File: config.mk
export PLATFORM = sky130hd
export DESIGN_NAME = priority_router
export DESIGN_NICKNAME = d
export VERILOG_FILES = /design/src/rtl/priority_router_pkg.sv /design/src/rtl/priority_router_node.sv /design/src/rtl/priority_router.sv
export SDC_FILE = /design/constraint.sdc
export NUM_CORES = 1
export LEC_CHECK = 0
export BUFFER_PORTS_ARGS = -buffer_cell sky130_fd_sc_hd__buf_2
export CORE_MARGIN = 2
export CORE_UTILIZATION = 45
export CTS_BUF_LIST = sky130_fd_sc_hd__clkbuf_8
export DETAILED_ROUTE_END_ITERATION = 16
export PLACE_DENSITY = 0.92
export SLEW_MARGIN = 30
export SYNTH_ARGS = -nofsm -noshare
export SYNTH_HDL_FRONTEND = slang
export SYNTH_SLANG_ARGS = --single-unit
File: constraint.sdc
create_clock -name clk -period 11.6 [get_ports clk]
set_input_delay 3.48 -clock clk [delete_from_list [all_inputs] [get_ports clk]]
set_output_delay 3.48 -clock clk [all_outputs]
set_load 0.02 [all_outputs]
File: src/rtl/priority_router_pkg.sv
// priority_router_pkg: shared widths, candidate record and tree sizing helper
package priority_router_pkg;

    localparam int unsigned DATA_WIDTH    = 32;
    localparam int unsigned VERSION_WIDTH = 4;
    localparam int unsigned VERSION_NUM   = 4;

    localparam int unsigned INDEX_WIDTH = (VERSION_NUM > 1) ? $clog2(VERSION_NUM) : 1;

    // Candidate record at the default widths; the top builds its own copy at its actual widths
    typedef struct packed {
        logic                     valid;
        logic [VERSION_WIDTH-1:0] version;
        logic [INDEX_WIDTH-1:0]   index;
        logic [DATA_WIDTH-1:0]    data;
    } cand_t;

    // Number of tree levels needed to reduce n leaves to one root
    function automatic int unsigned tree_levels(input int unsigned n);
        return (n > 1) ? $clog2(n) : 0;
    endfunction

endpackage

File: src/rtl/priority_router_node.sv
// priority_router_node: combinational two-input tournament node
module priority_router_node
    import priority_router_pkg::*;
#(
    parameter type node_cand_t = cand_t
) (
    input  node_cand_t a,
    input  node_cand_t b,
    output node_cand_t y
);

    logic a_wins;

    // a wins when it is the only valid one, is newer, or ties with a lower index
    always_comb begin
        a_wins = a.valid && (!b.valid || (a.version > b.version) ||
                 ((a.version == b.version) && (a.index <= b.index)));
        y      = a_wins ? a : b;
    end

endmodule

File: src/rtl/priority_router.sv
// priority_router: picks the newest version not exceeding readVersion, registered output
module priority_router
    import priority_router_pkg::*;
#(
    parameter int unsigned DATA_WIDTH    = priority_router_pkg::DATA_WIDTH,
    parameter int unsigned VERSION_WIDTH = priority_router_pkg::VERSION_WIDTH,
    parameter int unsigned VERSION_NUM   = priority_router_pkg::VERSION_NUM
) (
    input  logic                             clk,
    input  logic                             rst,
    input  logic [VERSION_WIDTH*VERSION_NUM-1:0] versions,
    input  logic [DATA_WIDTH*VERSION_NUM-1:0]    dataInputs,
    input  logic [VERSION_WIDTH-1:0]         readVersion,
    output logic [DATA_WIDTH-1:0]            dataOut,
    output logic                             hit
);

    localparam int unsigned LEVELS = tree_levels(VERSION_NUM);
    localparam int unsigned LEAVES = 1 << LEVELS;
    localparam int unsigned IDX_W  = (LEAVES > 1) ? LEVELS : 1;

    typedef struct packed {
        logic                     valid;
        logic [VERSION_WIDTH-1:0] version;
        logic [IDX_W-1:0]         index;
        logic [DATA_WIDTH-1:0]    data;
    } rcand_t;

    // Heap-ordered tree: node k has children 2k+1 and 2k+2, leaves start at LEAVES-1
    rcand_t tree [2*LEAVES-1];

    logic [DATA_WIDTH-1:0] dataOut_d, dataOut_q;
    logic                  hit_d, hit_q;

    genvar i;
    generate
        for (i = 0; i < LEAVES; i++) begin : g_leaf
            if (i < VERSION_NUM) begin : g_real
                assign tree[LEAVES-1+i] = '{
                    valid:   versions[i*VERSION_WIDTH +: VERSION_WIDTH] <= readVersion,
                    version: versions[i*VERSION_WIDTH +: VERSION_WIDTH],
                    index:   IDX_W'(i),
                    data:    dataInputs[i*DATA_WIDTH +: DATA_WIDTH]
                };
            end else begin : g_pad
                assign tree[LEAVES-1+i] = '0;
            end
        end
        for (i = 0; i < LEAVES - 1; i++) begin : g_node
            priority_router_node #(.node_cand_t(rcand_t)) u_node (
                .a(tree[2*i+1]),
                .b(tree[2*i+2]),
                .y(tree[i])
            );
        end
    endgenerate

    // Root result; a miss forces zero data regardless of what the tree carried
    always_comb begin
        hit_d     = tree[0].valid;
        dataOut_d = tree[0].valid ? tree[0].data : '0;
    end

    // One-cycle output stage with synchronous reset
    always_ff @(posedge clk) begin
        if (rst) begin
            dataOut_q <= '0;
            hit_q     <= 1'b0;
        end else begin
            dataOut_q <= dataOut_d;
            hit_q     <= hit_d;
        end
    end

    assign dataOut = dataOut_q;
    assign hit     = hit_q;

endmodule

==> impl_metrics.py <==
metrics = {
    "hold_path": {
        "hp-class": "in2reg",
        "hold_start": "rst",
        "hold_path_depth": 2,
        "worstHoldEndpoint": "hit$_SDFF_PP0_",
    },
    "detailed_routing": {
        "via_per_inst": 5.09,
        "wl_met2_um": 3700,
        "met3_length_um": 509,
        "drt-total-wl_um": 7200,
        "wl_per_cell_um": 14.4,
        "top_layer_used": "met4",
        "vias": 2552,
        "m1WireLength_um": 2890,
        "drc": 0,
        "firstDrtPassIters": 4,
        "ant_nets": 0,
        "drt_first_iter_violations": 92,
    },
    "sta": {
        "min_period_ns": 7.34,
        "slew_headroom_pct": 55.7,
        "slew_viol_final": 0,
        "rsz0062_at_grt": "false",
        "setup-tns-final_ns": 0,
        "setup_viol": 0,
        "min_period_over_period_pct": 63.3,
        "max_freq_mhz": 136,
        "worst_pin_slew_ns": 0.662,
        "fin_ws_ns": 4.26,
        "hold_viol_final": 0,
    },
    "synthesis": {
        "ys_seq_elements": 33,
        "async_flop_share_pct": 0,
        "ys_seq_area_share_pct": 27.3,
        "avgSynthCellArea_sq_um": 9.59,
        "synth.area.top_cells": "dfxtp_1 (27%), mux2i_1 (27%), ha_1 (14%)",
        "netlist_area_sq_um": 2420,
        "synth_edf_count": 0,
        "netlist.area_leader.share_pct": 27.3,
        "netlist.top_cell.by_area": "dfxtp_1",
        "synth_cells": 252,
        "synth_flop_cell": "dfxtp_1",
        "synth_cell_types": 36,
        "synth_warnings": 0,
        "syn_nets": 430,
    },
    "clock_tree": {
        "cts_buffers": 5,
        "ctsHoldBuffers": 0,
        "cts_resized": 0,
        "cts_tree": "built",
        "cts_setup_buffers": 0,
        "htree_num_levels": 2,
        "cts-root-buf": "clkbuf_8",
        "clk_path_buf_depth": 2,
        "clk_pin_slew_worst_paths_ns": 0.07,
        "cts.sinks": 33,
    },
    "finish": {
        "fill_cells": 418,
        "final_nets": 608,
        "drive_above_1_share_pct": 46.6,
        "multi_input_area_sq_um": 1590,
        "seqCellArea_sq_um": 661,
        "area_growth_pct": 41.4,
        "num_antenna_cells": 0,
    },
    "worst_setup_path": {
        "worstPathMaxFanout": 23,
        "arrival_ns": 7.51,
        "critPathKind": "in2reg",
        "critPathLaunchType": "input port",
        "worstSetupEndpointType": "register",
        "startpoint": "readVersion[3]",
        "worst_ep_required_time_ns": 11.78,
    },
    "floorplan": {
        "die_h_um": 77.3,
        "core_area_sq_um": 5140,
        "ios": 183,
        "placementRows": 26,
        "start_util_pct": 47.0,
        "die_x_um": 77.3,
        "dieArea_sq_um": 5970,
    },
    "global_route": {
        "grt_pass1_wl_um": 11300,
        "grt_pass1_vias": 2566,
        "antenna_found_initial": 0,
        "grt_use_total_pct": 23.4,
        "grt_max_degree": 32,
        "grt_overflow": 0,
    },
    "pwr": {
        "power_density_nw_per_um2": 137,
        "ir_drop_mv": 0.0717,
        "p_leak_nw": 1.95,
    },
    "placed_design": {
        "place_congestion": 0.870,
        "place_ws_ns": 3.96,
        "portBuffers": 182,
        "dp_hpwl_um": 5870,
    },
    "outcome": {
        "status": "completed",
    },
    "run": {
        "drv_cap": 0,
    },
}
-- layer usage --
metal,vias to the layer above,track usage [%]
met4,0,6.61
met3,11,5.29
met1,1138,26.5
met2,111,43.3
met5,-,0
li1,1292,-
-- registers in the layout, summed over array words and instances (netlist names) --
signal,flops
hit,1
dataOut,32
-- metrics by stage --
stage               util (%)  hold WS [ns]  instances  power [mW]  area, sq um
finish                  66.5          3.43        501       0.469         3420
global route            66.5          3.43        501       0.500         3420
CTS                     66.5          3.41        501       0.473         3420
detailed placement      64.8          3.71        493       0.392         3330
global placement        64.8          3.72        493       0.385         3330
floorplan                  -          3.55        252       0.318         2420
-- synth_stat cells (3+ instances only) --
| master | n |
|---|---|
| dfxtp_1 | 33 |
| inv_1 | 18 |
| nor2b_1 | 3 |
| nand2_1 | 9 |
| o21ai_0 | 7 |
| buf_6 | 5 |
| ha_1 | 28 |
| mux2i_1 | 66 |
| a21oi_1 | 12 |
| nor2_1 | 3 |
| nand2b_1 | 3 |
| buf_2 | 5 |
| o22ai_1 | 31 |
| o21ai_1 | 3 |
-- layout make-up --
type                            instances  share of cell area [%]
Clock buffer                            5                    2.01
Multi-Input combinational cell        187                    46.4
Tap cell                               70                    2.56
Sequential cell                        33                    19.3
Timing Repair Buffer                  185                    27.3
Inverter                               18                    1.98
Clock inverter                          3                   0.403
-- how the worst max path moves through the flow --
| stage | end | depth (start not counted) |
|---|---|---|
| 2_1_floorplan | dataOut[0]$_SDFF_PP0_ | 16 |
| 3_3_place_gp | dataOut[8]$_SDFF_PP0_ | 18 |
| 3_5_place_dp | dataOut[8]$_SDFF_PP0_ | 18 |
| 4_1_cts | dataOut[8]$_SDFF_PP0_ | 18 |
| 5_1_grt | dataOut[8]$_SDFF_PP0_ | 18 |
| 6_report | dataOut[8]$_SDFF_PP0_ | 18 |
-- where the power goes --
part	total, mW	leakage [nW]	internal, mW	switching, mW
registers	0.152	0.275	0.145	0.00790
logic	0.237	1.63	0.0997	0.137
clock network	0.0793	0.0491	0.0406	0.0387
total	0.469	1.95	0.285	0.184
-- layout by cell type, fill, tap and decap left out, types with 2 or more instances in the layout --
cell type / count
a21oi_1: 12
and4_1: 2
o22ai_1: 31
buf_2: 182
o21ai_1: 3
dfxtp_1: 33
buf_4: 3
a31oi_1: 2
nor2b_1: 3
mux2i_1: 66
inv_1: 19
o21ai_0: 7
clkbuf_8: 5
nand4_1: 2
ha_1: 28
nand2_1: 9
nand2b_1: 3
nor2_1: 3
clkinv_2: 2
-- cells by family after synthesis --
kind of cell | count (synthesis) | share of synthesized area, %
adders and majority gates | 28 | 14.5
DFF | 33 | 27.3
muxes | 66 | 27.3
and+or+nand+nor | 27 | 6.21
AOI/OAI and AO/OA | 66 | 17.0
buffers and inverters | 32 | 7.61
-- worst max-delay path, cell delays in order --
cell and delay, ns:
buf_2 0.09, inv_1 0.11, ha_1 0.28, a21oi_1 0.16
o21ai_1 0.13, and2_4 0.18, nor2_4 0.48, buf_4 0.43
mux2i_1 0.24, ha_1 0.25, inv_1 0.05, a21boi_0 0.06
o21ai_0 0.17, a21oi_1 0.16, o21ai_2 0.57, buf_4 0.34
o21ai_0 0.12, a21o_1 0.18
Power figures use the tool's default switching activity.
